[config.mk]
export PLATFORM = sky130hd
export DESIGN_NAME = neuron_seq_ctrl
export DESIGN_NICKNAME = d
export VERILOG_FILES = /design/src/rtl/neuron_ctrl_pkg.sv /design/src/rtl/neuron_ptr_cnt.sv /design/src/rtl/neuron_seq_ctrl.sv
export SDC_FILE = /design/constraint.sdc
export NUM_CORES = 1
export LEC_CHECK = 0
export ABC_AREA = 1
export BUFFER_PORTS_ARGS = -buffer_cell sky130_fd_sc_hd__buf_2
export CAP_MARGIN = 20
export CORE_ASPECT_RATIO = 0.7
export CORE_MARGIN = 1.5
export CORE_UTILIZATION = 30
export CTS_CLUSTER_SIZE = 28
export DETAILED_ROUTE_END_ITERATION = 16
export PLACE_DENSITY = 0.55
export SLEW_MARGIN = 0
export SYNTH_ARGS = -nofsm -noshare
export SYNTH_HDL_FRONTEND = slang
export SYNTH_SLANG_ARGS = --single-unit
[constraint.sdc]
create_clock -name clk -period 3.3 [get_ports clk]
set_input_delay 0.33 -clock clk [delete_from_list [all_inputs] [get_ports clk]]
set_output_delay 0.33 -clock clk [all_outputs]
set_load 0.03 [all_outputs]
[src/rtl/neuron_ctrl_pkg.sv]
// rtl/neuron_ctrl_pkg.sv - shared state encoding and defaults for the neuron sequencer
package neuron_ctrl_pkg;

    localparam int DEPTH_DEF     = 64;
    localparam int OUT_DELAY_DEF = 2;

    typedef enum logic [2:0] {
        ST_IDLE     = 3'd0,
        ST_LOAD     = 3'd1,
        ST_WAIT_THR = 3'd2,
        ST_CLEAR    = 3'd3,
        ST_COMPUTE  = 3'd4,
        ST_DRAIN    = 3'd5,
        ST_DONE     = 3'd6
    } nseq_state_t;

endpackage

[src/rtl/neuron_ptr_cnt.sv]
// rtl/neuron_ptr_cnt.sv - pointer counter with clear, enable and limit compare
module neuron_ptr_cnt #(
    parameter int W = 6
) (
    input  logic         clk,
    input  logic         rst,
    input  logic         clr,
    input  logic         en,
    input  logic [W-1:0] limit,
    output logic [W-1:0] cnt,
    output logic         at_limit
);

    // Clear wins over enable; the caller never enables at the limit, so no wrap occurs.
    always_ff @(posedge clk or posedge rst) begin
        if (rst) begin
            cnt <= '0;
        end else if (clr) begin
            cnt <= '0;
        end else if (en) begin
            cnt <= cnt + 1'b1;
        end
    end

    assign at_limit = (cnt == limit);

endmodule

[src/rtl/neuron_seq_ctrl.sv]
// rtl/neuron_seq_ctrl.sv - load/threshold/clear/compute/drain sequencer for one neuron datapath
module neuron_seq_ctrl
    import neuron_ctrl_pkg::*;
#(
    parameter int DEPTH     = DEPTH_DEF,
    parameter int PTR_W     = $clog2(DEPTH),
    parameter int OUT_DELAY = OUT_DELAY_DEF
) (
    input  logic             clk,
    input  logic             rst,
    input  logic             chip_sel,
    input  logic             wr_en,
    input  logic [PTR_W-1:0] last_idx,
    input  logic             threshold_ready,
    output logic             rst_mem,
    output logic             mul_mem_en,
    output logic             ac_mem_en,
    output logic [PTR_W-1:0] wr_data_ptr,
    output logic [PTR_W-1:0] rd_data_ptr,
    output logic             output_ready,
    output logic             busy,
    output logic             abort
);

    localparam int              DLY_W    = (OUT_DELAY > 1) ? $clog2(OUT_DELAY) : 1;
    localparam logic [DLY_W-1:0] DLY_LAST = DLY_W'(OUT_DELAY - 1);
    localparam logic [PTR_W-1:0] LEN_RST  = PTR_W'(DEPTH - 1);

    nseq_state_t      state_q, state_d;
    logic [PTR_W-1:0] len_q;
    logic [DLY_W-1:0] dly_q;
    logic             abort_q;

    logic             len_ld;
    logic             wr_inc, rd_inc, rd_clr, ptr_clr;
    logic             dly_clr, dly_inc;
    logic             abort_d;
    logic [PTR_W-1:0] wr_ptr, rd_ptr;
    logic             wr_at_lim, rd_at_lim;

    neuron_ptr_cnt #(.W(PTR_W)) u_wr_ptr (
        .clk      (clk),
        .rst      (rst),
        .clr      (ptr_clr),
        .en       (wr_inc),
        .limit    (len_q),
        .cnt      (wr_ptr),
        .at_limit (wr_at_lim)
    );

    neuron_ptr_cnt #(.W(PTR_W)) u_rd_ptr (
        .clk      (clk),
        .rst      (rst),
        .clr      (ptr_clr | rd_clr),
        .en       (rd_inc),
        .limit    (len_q),
        .cnt      (rd_ptr),
        .at_limit (rd_at_lim)
    );

    // State register.
    always_ff @(posedge clk or posedge rst) begin
        if (rst) begin
            state_q <= ST_IDLE;
        end else begin
            state_q <= state_d;
        end
    end

    // Vector length, drain counter and the registered abort pulse.
    always_ff @(posedge clk or posedge rst) begin
        if (rst) begin
            len_q   <= LEN_RST;
            dly_q   <= '0;
            abort_q <= 1'b0;
        end else begin
            abort_q <= abort_d;
            if (len_ld) begin
                len_q <= last_idx;
            end
            if (dly_clr) begin
                dly_q <= '0;
            end else if (dly_inc) begin
                dly_q <= dly_q + 1'b1;
            end
        end
    end

    // Next-state, counter strobes, and outputs decoded from registered state only.
    always_comb begin
        state_d      = state_q;
        len_ld       = 1'b0;
        wr_inc       = 1'b0;
        rd_inc       = 1'b0;
        rd_clr       = 1'b0;
        ptr_clr      = 1'b0;
        dly_clr      = 1'b0;
        dly_inc      = 1'b0;
        abort_d      = 1'b0;

        rst_mem      = (state_q == ST_CLEAR);
        mul_mem_en   = (state_q == ST_COMPUTE);
        ac_mem_en    = (state_q == ST_COMPUTE);
        output_ready = (state_q == ST_DONE);
        busy         = (state_q != ST_IDLE);
        abort        = abort_q;
        wr_data_ptr  = (state_q == ST_IDLE) ? '0 : wr_ptr;
        rd_data_ptr  = (state_q == ST_COMPUTE) ? rd_ptr : '0;

        case (state_q)
            ST_IDLE: begin
                if (chip_sel && wr_en) begin
                    len_ld = 1'b1;
                    if (last_idx == '0) begin
                        state_d = ST_WAIT_THR;
                    end else begin
                        state_d = ST_LOAD;
                        wr_inc  = 1'b1;
                    end
                end
            end
            ST_LOAD: begin
                if (wr_en) begin
                    if (wr_at_lim) begin
                        state_d = ST_WAIT_THR;
                    end else begin
                        wr_inc = 1'b1;
                    end
                end
            end
            ST_WAIT_THR: begin
                if (threshold_ready) begin
                    state_d = ST_CLEAR;
                end
            end
            ST_CLEAR: begin
                rd_clr  = 1'b1;
                state_d = ST_COMPUTE;
            end
            ST_COMPUTE: begin
                if (rd_at_lim) begin
                    state_d = ST_DRAIN;
                    dly_clr = 1'b1;
                end else begin
                    rd_inc = 1'b1;
                end
            end
            ST_DRAIN: begin
                dly_inc = 1'b1;
                if (dly_q == DLY_LAST) begin
                    state_d = ST_DONE;
                end
            end
            ST_DONE: begin
                if (!chip_sel) begin
                    state_d = ST_IDLE;
                    ptr_clr = 1'b1;
                end
            end
            default: begin
                state_d = ST_IDLE;
                ptr_clr = 1'b1;
            end
        endcase

        // Losing chip_sel mid-transaction cancels everything else this cycle.
        if (!chip_sel && (state_q inside {ST_LOAD, ST_WAIT_THR, ST_CLEAR, ST_COMPUTE, ST_DRAIN})) begin
            state_d = ST_IDLE;
            abort_d = 1'b1;
            ptr_clr = 1'b1;
            wr_inc  = 1'b0;
            rd_inc  = 1'b0;
            rd_clr  = 1'b0;
            dly_clr = 1'b0;
            dly_inc = 1'b0;
        end
    end

endmodule

# Word-level counts from Yosys, hierarchy flattened
# Cells that the tools add are included.
# word_totals
register_bits	23
inputBits	11
output_inout_bits	18
wordCells	77
# classes
addsub	3
n_eq_ne	15
n_mux	40
n_bitwise	1
n_reduce_logical	12
# op_table
cell	count
2-to-1 mux 6 bit	6
2-to-1 mux 3 bit	8
2-to-1 mux 1 bit	22
case mux 3 bit (7 select lines)	1
adder 6 x 1 -> 6 bit, second input constant	2
equality test 6 bit	2
!= test 3 x 2 -> 1 bit, second input constant	4
equality test 3 bit, second input constant	3
!= test 3 x 1 -> 1 bit, second input constant	3
AND reduction 7 bit	1
equality test 3 x 2 -> 1 bit, second input constant	2
logical NOT 6 bit	1
nonzero test 2 bit	3
OR reduction 6 bit	1
nonzero test 5 bit	1
case mux 1 bit (2 select lines)	2
equality test 3 x 1 -> 1 bit, second input constant	1
logical NOT 3 bit	1
nonzero test 3 bit	1
logical AND 1 bit	2
2-to-1 mux 2 bit	1
adder 1 bit, second input constant	1
logical NOT 1 bit	1
bitwise OR 1 bit	1

# Logic depth before layout (Yosys ltp)
# Gate-level depths: netlist of run 1.
# logic_depth
word_depth	7
mapped_depth	11
mapped_depth_nobuf	11

# Modules after synthesis
# A second synthesis of run 1 with hierarchy kept.
# unflattened
cells_unflattened	252
hier_area_um2	1715.4
# modules_own_cells
module	instances	cells_per_inst	area_per_inst_um2	seq_area_each_um2
neuron_ptr_cnt	2	67	432.9	150.1
neuron_seq_ctrl	1	118	849.6	282.8

# Least setup slack after synthesis of run 1
# OpenSTA, ideal clock, no wires.
# synth_path
path_kind	register to output
from	register state_q[1]
to	output mul_mem_en
arrival_ps	1184
required_time_ps	2970
setup_slack_ps	1786
stages_incl_launch_ff	6
path_buffers	2
path_cell_list	dfrtp_1 buf_6 nor2_4 nand2_2 inv_1 buf_4
# synth_via
elab_chain_cells	1
# synth_lines
item	line_no	rtl
start: declaration	neuron_seq_ctrl.sv:29	nseq_state_t state_q, state_d;
start signal: assignment	neuron_seq_ctrl.sv:66	state_q <= state_d;
equality test 3 bit	-	
end: declaration	neuron_seq_ctrl.sv:16	output logic mul_mem_en,
# Every way passes these cells.

# Worst setup path in the final report of run 1
# layout_path
from	register state_q[2]
to	output wr_data_ptr[0]
# layout_via
elab_chain_cells	2
# layout_lines
item	line_no	rtl
logical NOT 3 bit	neuron_seq_ctrl.sv:107	wr_data_ptr = (state_q == ST_IDLE) ? '0 : wr_ptr;
2-to-1 mux 6 bit	neuron_seq_ctrl.sv:107	
end: declaration	neuron_seq_ctrl.sv:18	output logic [PTR_W-1:0] wr_data_ptr,
# Every way passes these cells.

==> results of run 1 <==
==> worst max-delay path, cell delays in order, from the launching register on <==
cell and delay, ns:
dfrtp_1 0.61, inv_1 0.19, nand2_4 0.15, inv_2 0.08
nor2_1 0.11, buf_2 0.21
==> logic make-up (layout without fill, tap and decap cells) <==
kind of cell,after synthesis,in the layout,synth area share (%)
adders and majority gates,2,2,1.50
xor gates and xnor gates,7,7,3.69
AOI/OAI and AO/OA,21,21,7.53
buffers and inverters,40,69,9.86
DFF,23,23,35.1
and+or+nand+nor,152,152,42.4
==> layer usage <==
layer	GRT usage, %	vias up	part of all wire (%)
met5	0	-	0
li1	-	830	-
met2	21.7	33	40
met4	2.69	0	0.58
met1	24.0	662	55
met3	3.47	4	4.4
==> cell type report <==
class | count | area share [%]
Clock buffer | 3 | 2.13
Inverter | 36 | 6.97
Clock inverter | 1 | 0.258
Sequential cell | 23 | 30.1
Multi-Input combinational cell | 182 | 47.3
Tap cell | 72 | 4.65
Timing Repair Buffer | 29 | 8.65
==> stage by stage <==
step / util, % / hold slack (ns) / total power [W] / cell area (um2)
after floorplan: - / 0.327 / 0.00110 / 1660
after global placement: 35.3 / 0.529 / 0.00127 / 1860
after detailed placement: 35.3 / 0.539 / 0.00127 / 1860
after CTS: 36.2 / 0.280 / 0.00146 / 1910
after global routing: 36.7 / 0.0355 / 0.00161 / 1940
final: 36.7 / 0.00696 / 0.00146 / 1940
==> state kept, by name, indices dropped and copies added, names as in the netlist <==
signal / flops
len_q: 6
abort: 1
state_q: 3
dly_q: 1
u_rd_ptr.cnt: 6
u_wr_ptr.cnt: 6
==> report_power, final <==
group | switching [W] | internal (W) | leakage [nW]
Clock | 0.000102 | 0.0000846 | 0.0255
Combinational | 0.000530 | 0.000242 | 0.714
Sequential | 0.000109 | 0.000391 | 0.292
==> placed cells by master (no fill, tap or decap), drive strengths merged <==
master,n
nand3,21
dfstp,6
nand4,5
o211ai,1
nand3b,2
inv,36
nor2,40
ha,2
o21ai,13
clkbuf,3
o31ai,1
dfrtp,17
nor3,4
clkinv,1
xor2,7
nand2,79
nor4,1
a21oi,6
buf,29
==> path summary, 6_finish.rpt <==
path / depth (start not counted) / startpoint / end / slack [ns]
max: 5 / state_q[2]$_DFFE_PP0P_ / wr_data_ptr[0] / 1.35
min: 2 / rst / state_q[1]$_DFFE_PP0P_ / 0.007
max reg2reg: 8 / state_q[2]$_DFFE_PP0P_ / u_wr_ptr.cnt[4]$_DFFE_PP0P_ / 1.45
min reg2reg: 2 / dly_q$_DFFE_PP0P_ / dly_q$_DFFE_PP0P_ / 0.55
max in group asynchronous: 3 / rst / len_q[4]$_DFFE_PP1P_ / 2.79
min in group clk: 3 / last_idx[0] / len_q[0]$_DFFE_PP1P_ / 0.29
==> results.yml, run 1 <==
clock_tree:
  cts_inserted_buffers: 3
  insertion_delay_ns: 0.27
  cts_buffer_depth: 2
  cts-resized-gates: 0
  cts_hold_buf: 0
  cts-root-buf: "clkbuf_8"
  cts_tree: "built"
  clkSinkCount: 23
  h-tree-depth: 1
  clk_pin_slew_ns: 0.09
  post_cts_buffers: 0
timing:
  finalSetupViolCount: 0
  max_freq_mhz: 514
  finClkSkew_ns: 0.00512
  min_period_ns: 1.95
  rsz0062_at_grt: "false"
  hold_violations: 0
  setup_tns_ns: 0
  slew_violations: 0
  period_share_pct: 58.9
  maxSlewHeadroom_pct: 72.4
  worst_pin_slew_ns: 0.414
  setup_slack_ns: 1.35
logic_synthesis:
  synth_most_common_cell: "nand2_1"
  synthArstFlopShare_pct: 100
  synthCells: 245
  ys_top_cells_by_area: "dfrtp_1 (26%), nand2_1 (16%), dfstp_2 (9.5%), nor2_1 (7.4%), inv_1 (6.1%)"
  syn_nets: 258
  ys_seq_area_share_pct: 35.1
  ys_seq_elements: 23
  synth_edf_count: 0
  ys_warn_count: 0
  avgSynthCellArea_um2: 6.79
  ys.flop_type: "dfrtp_1"
  synth_cell_types: 28
  yosys.area.top_type: "dfrtp_1"
  synth_top_area_share_pct: 25.6
  syn-cell-area_um2: 1660
  synth_common_cells: "nand2_1 (72), nor2_1 (33), inv_1 (27), nand3_1 (18), dfrtp_1 (17)"
setup_path:
  path_max_fanout: 12
  crit_arrival_ns: 1.62
  crit_required_ns: 2.97
  worstSetupPathType: "flip-flop to output pin"
  cp-end-kind: "output pin"
  timing.critical_path.from_type: "flip-flop"
placement:
  gpl.final_weighted_congestion: 0.840
  dp_hpwl_um: 3260
  io_buffers: 28
  placed_cells: 341
  pre_cts_slack_ns: 1.47
grt:
  grt_pass1_vias: 1455
  antenna_found_initial: 0
  track_usage_pct: 15.5
  grt_overflow: 0
  grt_pass1_wl_um: 7360
  grt_max_degree: 24
finish:
  num_antenna_cells: 0
  multi_input_area_um2: 916
  fill_cells: 603
  final_cells: 346
  syn_to_final_growth_pct: 16.6
  drive_gt1_share_pct: 24.5
  fin_nets: 288
  seqCellArea_um2: 583
power_and_ir_drop:
  power-per-cell-area_nw_per_um2: 753
  ir_drop_mv: 0.407
  leakagePower_nw: 1.03
drt:
  wl_per_cell_um: 12.0
  drc: 0
  vias_per_cell: 4.42
  num_vias: 1529
  drtAntennaViolNets: 0
  dr.pass1.iters: 4
  drt_iter0_drc: 106
  drt_wl_total_um: 4150
status:
  status: "complete, no violations"
die:
  die_area_um2: 6010
  core_area_um2: 5290
  initial_core_util_pct: 31.5
  rows: 22
  die_w_um: 92.0
  boundaryPins: 29
  die_y_um: 65.3
job:
  drv_cap: 0
worst_hold_path:
  holdCritPathClass: "primary input to asynchronous set/reset pin"
Note: power is estimated with default switching activity, not from simulation.
==> run 2: changes to the inputs <==
--- a/config.mk
+++ b/config.mk
@@ -13,7 +13,7 @@
 export CORE_UTILIZATION = 30
 export CTS_CLUSTER_SIZE = 28
 export DETAILED_ROUTE_END_ITERATION = 16
-export PLACE_DENSITY = 0.55
+export PLACE_DENSITY = 0.57
 export SLEW_MARGIN = 0
 export SYNTH_ARGS = -nofsm -noshare
 export SYNTH_HDL_FRONTEND = slang
==> constraint.sdc (replaced) <==
create_clock -name clk -period 1.64 [get_ports clk]
set_input_delay 0.164 -clock clk [delete_from_list [all_inputs] [get_ports clk]]
set_output_delay 0.164 -clock clk [all_outputs]
set_load 0.03 [all_outputs]
==> run 2 against run 1 <==
Clock-buffer cell count unchanged. Via count increased by 3.2%. Cell count increased by 2.6%. First-iteration DRC count shrank 48%. Critical endpoint is now rd_data_ptr[5]. Sequential power up 95%. Core utilization up 2.3 points. Wire length is 1.2% higher. Largest cell class unchanged. Largest power group unchanged. Clock skew increased by 0.0036 ns. Sequential cell count is the same. Highest routed layer unchanged.
==> results.yml, run 2 (synthesis gave the netlist of run 1 again) <==
die:
  rows: 22
  die_w_um: 92.0
  boundaryPins: 29
  die_area_um2: 6010
  die_y_um: 65.3
  initial_core_util_pct: 31.5
  core_area_um2: 5290
setup_path:
  crit_arrival_ns: 1.40
  cp_cell_sequence: "nor2_4 -> nand2_2 -> buf_4 -> nor2_1 -> buf_2"
  worstSetupPathType: "flip-flop to output pin"
  cp-end-kind: "output pin"
  path_max_fanout: 8
  rrSetupSlack_ns: 0.09
  timing.critical_path.from_type: "flip-flop"
  max_stage_delay_ns: 0.46
  crit_required_ns: 1.48
  slowest_stage: "dfrtp_2"
timing:
  max_freq_mhz: 637
  hold_violations: 0
  worst_pin_slew_ns: 0.316
  min_period_ns: 1.57
  slew_violations: 0
  finClkSkew_ns: 0.00870
  finalSetupViolCount: 0
  maxSlewHeadroom_pct: 78.8
  setup_tns_ns: 0
  period_share_pct: 95.7
drt:
  dr.pass1.iters: 4
  wl_per_cell_um: 11.8
  drt_wl_total_um: 4200
  vias_per_cell: 4.45
  drtAntennaViolNets: 0
  drc: 0
  num_vias: 1578
  drt_iter0_drc: 55
finish:
  syn_to_final_growth_pct: 24.0
  final_cell_mix: "nand2_1 (69), nor2_1 (28), buf_2 (26)"
  num_antenna_cells: 0
  fin_nets: 297
  postLayoutCoreUtil_pct: 39.0
  final_common_cell: "nand2_1"
  reg.largest.list: "len_q x6, u_rd_ptr.cnt x6, u_wr_ptr.cnt x6"
  drive_gt1_share_pct: 32.2
clock_tree:
  insertion_delay_ns: 0.27
  cts_inserted_buffers: 3
  clkSinkCount: 23
  h-tree-depth: 1
  clk_pin_slew_ns: 0.09
  cts-root-buf: "clkbuf_8"
  cts_tree: "built"
  cts_buffer_depth: 2
power_and_ir_drop:
  power-per-cell-area_nw_per_um2: 1540
  ir_drop_mv: 0.721
  leakagePower_nw: 1.07
grt:
  grt_pass1_wl_um: 6890
  grt_max_degree: 24
  grt_pass1_vias: 1426
  track_usage_pct: 14.5
  grt_overflow: 0
  antenna_found_initial: 0
status:
  status: "complete, no violations"
placement:
  dp_hpwl_um: 3260
  gpl.final_weighted_congestion: 0.829
  io_buffers: 28
job:
  drv_cap: 0
worst_hold_path:
  holdCritPathClass: "primary input to flip-flop"
## run 2: cell count changes in the layout (fill, tap and decap cells not counted), sizes merged
| cell | delta |
|---|---|
| buf | +7 |
| clkbuf | +1 |
| dlygate4sd3 | +1 |
## run 2: final cells by class
cell class	instances	area, um2
inverters	36	135
repair buffers	38	223
flip-flops and latches	23	586
clock inverters	1	5.00
clock buffers	3	41.3
fillers	589	3220
multi-input cells	182	982
well taps	72	90.1
## run 2: path summary, 6_finish.rpt
path | from | endpoint | cells past startpoint
min in group asynchronous | rst | u_wr_ptr.cnt[4]$_DFFE_PP0P_ | 4
worst max register to register | len_q[4]$_DFFE_PP1P_ | state_q[1]$_DFFE_PP0P_ | 10
worst min-delay path | last_idx[3] | len_q[3]$_DFFE_PP1P_ | 3
max in group asynchronous | rst | len_q[1]$_DFFE_PP1P_ | 4
worst max-delay path | state_q[0]$_DFFE_PP0P_ | rd_data_ptr[5] | 5
worst min register to register | len_q[0]$_DFFE_PP1P_ | len_q[0]$_DFFE_PP1P_ | 2
## run 2: what timing repair did
item / 4_1_cts / 5_1_grt
buffers inserted: 1 / 3
endpoints found under the hold margin: 17 / 0
hold buffers: 1 / 0
setup endpoints to repair: 8 / 17
pin swaps: 0 / 5
resized for setup: 1 / 24
## run 2: report_power, final
| part | internal, W | total [W] | switching [W] |
|---|---|---|---|
| clock network | 0.000170 | 0.000364 | 0.000195 |
| registers | 0.000793 | 0.000973 | 0.000180 |
| logic | 0.000612 | 0.00184 | 0.00123 |
| total | 0.00158 | 0.00317 | 0.00160 |
## run 2: routing by layer
layer  track usage (%)  part of all wire (%)  wire, um  vias to the layer above
li1                  -                     -         -                      843
met1              22.1                    54      2290                      706
met3              3.70                   4.6       195                        2
met5                 0                     0         0                        -
met2              20.9                    41      1710                       27
met4              1.73                  0.19         8                        0
## run 2: per-stage QoR
step	hold WS, ns	setup slack (ns)	instances	total power, W	instance area [um2]
after floorplan	0.161	0.230	245	0.00221	1660
after global placement	0.234	0.0730	346	0.00257	1900
after detailed placement	0.228	0.0590	346	0.00258	1900
after CTS	0.119	0.0373	352	0.00297	1970
after global routing	0.130	-0.00277	355	0.00347	2060
final	0.125	0.0712	355	0.00317	2060
## run 2: worst max-delay path: cells and delay by family (launching register included)
family	cells	cell delay, ns
buffers and inverters	2	0.37
flip-flops	1	0.46
AND/OR/NAND/NOR	3	0.31
==> run 3: changes to the inputs <==
--- a/config.mk
+++ b/config.mk
@@ -5,7 +5,6 @@
 export SDC_FILE = /design/constraint.sdc
 export NUM_CORES = 1
 export LEC_CHECK = 0
-export ABC_AREA = 1
 export BUFFER_PORTS_ARGS = -buffer_cell sky130_fd_sc_hd__buf_2
 export CAP_MARGIN = 20
 export CORE_ASPECT_RATIO = 0.7
==> run 3 against run 2 <==
The flow now finishes with violations (negative setup slack). Clock skew shrank 0.0025 ns. Sequential share of layout area shrank 3.6 points. Synthesized area shrank 8.5%. Critical path type is now flip-flop to flip-flop.
==> results.yml, run 3 <==
status:
  status: "finished with violations"
  violations: "negative setup slack"
timing:
  finClkSkew_ns: 0.00617
  rsz0062_at_grt: "true"
  setup_slack_ns: -0.159
  max_freq_mhz: 556
  maxSlewHeadroom_pct: 61.6
  finalSetupViolCount: 19
  slew_violations: 0
  period_share_pct: 110
  worst_pin_slew_ns: 0.574
  hold_violations: 0
  min_period_ns: 1.80
finish:
  num_antenna_cells: 0
  syn_to_final_growth_pct: 54.9
  postLayoutCoreUtil_pct: 48.8
  fill_cells: 474
  final_cells: 322
  drive_gt1_share_pct: 46.2
  reg.largest.list: "len_q x6, u_rd_ptr.cnt x6, u_wr_ptr.cnt x6"
  final_cell_mix: "buf_4 (41), nand2_1 (33), dfrtp_1 (16), buf_2 (16), buf_6 (15)"
  fin_nets: 267
  final_common_cell: "buf_4"
logic_synthesis:
  synth_most_common_cell: "nand2_1"
  syn-cell-area_um2: 1520
  ys_warn_count: 0
  ys.flop_type: "dfrtp_1"
  synth_top_area_share_pct: 28.0
  synthCells: 184
  ys_top_cells_by_area: "dfrtp_1 (28%), dfstp_2 (10%), nand2_1 (8.1%), a21oi_1 (4.3%), xnor2_1 (4.0%)"
  synth_common_cells: "nand2_1 (33), dfrtp_1 (17), a21oi_1 (13), nor2_1 (10), o21ai_0 (9)"
  ys_seq_area_share_pct: 38.3
  yosys.area.top_type: "dfrtp_1"
  syn_nets: 197
  synth_edf_count: 0
  synthArstFlopShare_pct: 100
  ys_seq_elements: 23
  synth_cell_types: 36
  avgSynthCellArea_um2: 8.27
grt:
  grt_pass1_wl_um: 6970
  track_usage_pct: 16.2
  grt_max_degree: 24
  use_met3_pct: 3.17
  top_usage_layer: "met1"
  grt_overflow: 0
  grt_pass1_vias: 1378
  grt.met1_usage_pct: 27.5
  use_met2_pct: 20.7
  antenna_found_initial: 0
clock_tree:
  clkSinkCount: 23
  insertion_delay_ns: 0.27
  cts_buffer_depth: 2
  cts_inserted_buffers: 3
  clk_pin_slew_ns: 0.08
  cts-root-buf: "clkbuf_8"
  cts_tree: "built"
  h-tree-depth: 1
die:
  core_area_um2: 4830
  die_w_um: 88.1
  die_area_um2: 5510
  initial_core_util_pct: 31.5
  boundaryPins: 29
  rows: 21
  die_y_um: 62.6
setup_path:
  reg2regPathDepth: 5
  cp-end-kind: "flip-flop"
  timing.critical_path.from_type: "flip-flop"
  critPathLaunch: "len_q[0]$_DFFE_PP1P_"
  rrSetupSlack_ns: -0.16
  worstSetupPathType: "flip-flop to flip-flop"
  r2r_end: "u_rd_ptr.cnt[5]$_DFFE_PP0P_"
  reg2reg_from: "len_q[0]$_DFFE_PP1P_"
  crit_arrival_ns: 2.00
  path_max_fanout: 6
  crit_required_ns: 1.84
worst_hold_path:
  holdCritPathClass: "primary input to flip-flop"
  hold_path_depth: 3
  min_to: "len_q[3]$_DFFE_PP1P_"
  min_from: "last_idx[3]"
placement:
  placed_cells: 310
  gpl.final_weighted_congestion: 0.830
  dp_hpwl_um: 3130
  io_buffers: 28
  pre_cts_slack_ns: -0.228
drt:
  num_vias: 1527
  drt_iter0_drc: 130
  wl_per_cell_um: 13.8
  drc: 0
  dr.pass1.iters: 4
  drt_wl_total_um: 4430
  drtAntennaViolNets: 0
  vias_per_cell: 4.74
power_and_ir_drop:
  power_w: 0.00333
  ir_drop_mv: 0.808
  leakagePower_nw: 1.10
  power-per-cell-area_nw_per_um2: 1410
job:
  drv_cap: 0
run 3: changes by cell type in the layout (fill, tap and decap cells not counted), moves of 12 or more:
| cell | delta |
|---|---|
| inv_2 | -12 |
| nand2_1 | -36 |
| nor2_1 | -18 |
| buf_6 | +15 |
| buf_4 | +31 |
| inv_1 | -19 |
run 3: layout make-up:
class                           instances  area (um2)  share of cell area (%)
Clock buffer                            3        41.3                    1.75
Inverter                                7        31.3                    1.33
Clock inverter                          1        5.00                   0.212
Multi-Input combinational cell        146        1040                    44.2
Sequential cell                        23         584                    24.8
Tap cell                               69        86.3                    3.66
Timing Repair Buffer                   73         567                    24.0
run 3: logic make-up after synthesis:
group / count (synthesis) / share of synthesized area [%]
AOI/OAI and AO/OA: 36 / 14.6
xor gates and xnor gates: 14 / 8.06
adders and majority gates: 2 / 1.64
buffers and inverters: 15 / 4.44
DFF: 23 / 38.3
muxes: 6 / 3.95
and+or+nand+nor: 88 / 29.0
run 3: stage by stage:
stage	hold slack [ns]	cell area, um2	setup TNS, ns
4_1_cts	0.0861	2140	-0.770
3_3_place_gp	0.218	1980	-0.930
5_1_grt	0.0840	2360	-2.67
2_1_floorplan	0.161	1520	0
6_report	0.0905	2360	-1.13
3_5_place_dp	0.226	1980	-1.28
run 3: what timing repair did:
action | CTS | global route
endpoints found under the hold margin | 17 | 0
buffers inserted | 4 | 6
pin swaps | 12 | 19
endpoints found under the setup margin | 28 | 28
hold buffers | 1 | 0
resized for setup | 22 | 55
run 3: worst max path at each step:
stage / end
after floorplan: state_q[1]$_DFFE_PP0P_
after global placement: u_rd_ptr.cnt[5]$_DFFE_PP0P_
after detailed placement: u_rd_ptr.cnt[5]$_DFFE_PP0P_
after CTS: u_wr_ptr.cnt[2]$_DFFE_PP0P_
after global routing: u_wr_ptr.cnt[2]$_DFFE_PP0P_
final: u_rd_ptr.cnt[5]$_DFFE_PP0P_
run 3: report_power, final:
group	switching [W]	total [W]	internal (W)	leakage, nW
combinational	0.00109	0.00203	0.000945	0.785
clock	0.000197	0.000367	0.000170	0.0255
sequential	0.000159	0.000933	0.000774	0.292
total	0.00144	0.00333	0.00189	1.10
run 3: per-layer routing:
layer  share of wire [%]  up-vias
met1                  53      721
met2                  42       36
met4                0.36        0
met3                 5.0        2
li1                    -      768
met5                   0        -
run 3: worst max-delay path, cell delays in order, from the launching register on:
cell and delay (ns):
dfstp_2 0.57, xor2_2 0.21, nor4_4 0.06, a21o_4 0.24, or4_4 0.53, a21oi_2 0.12
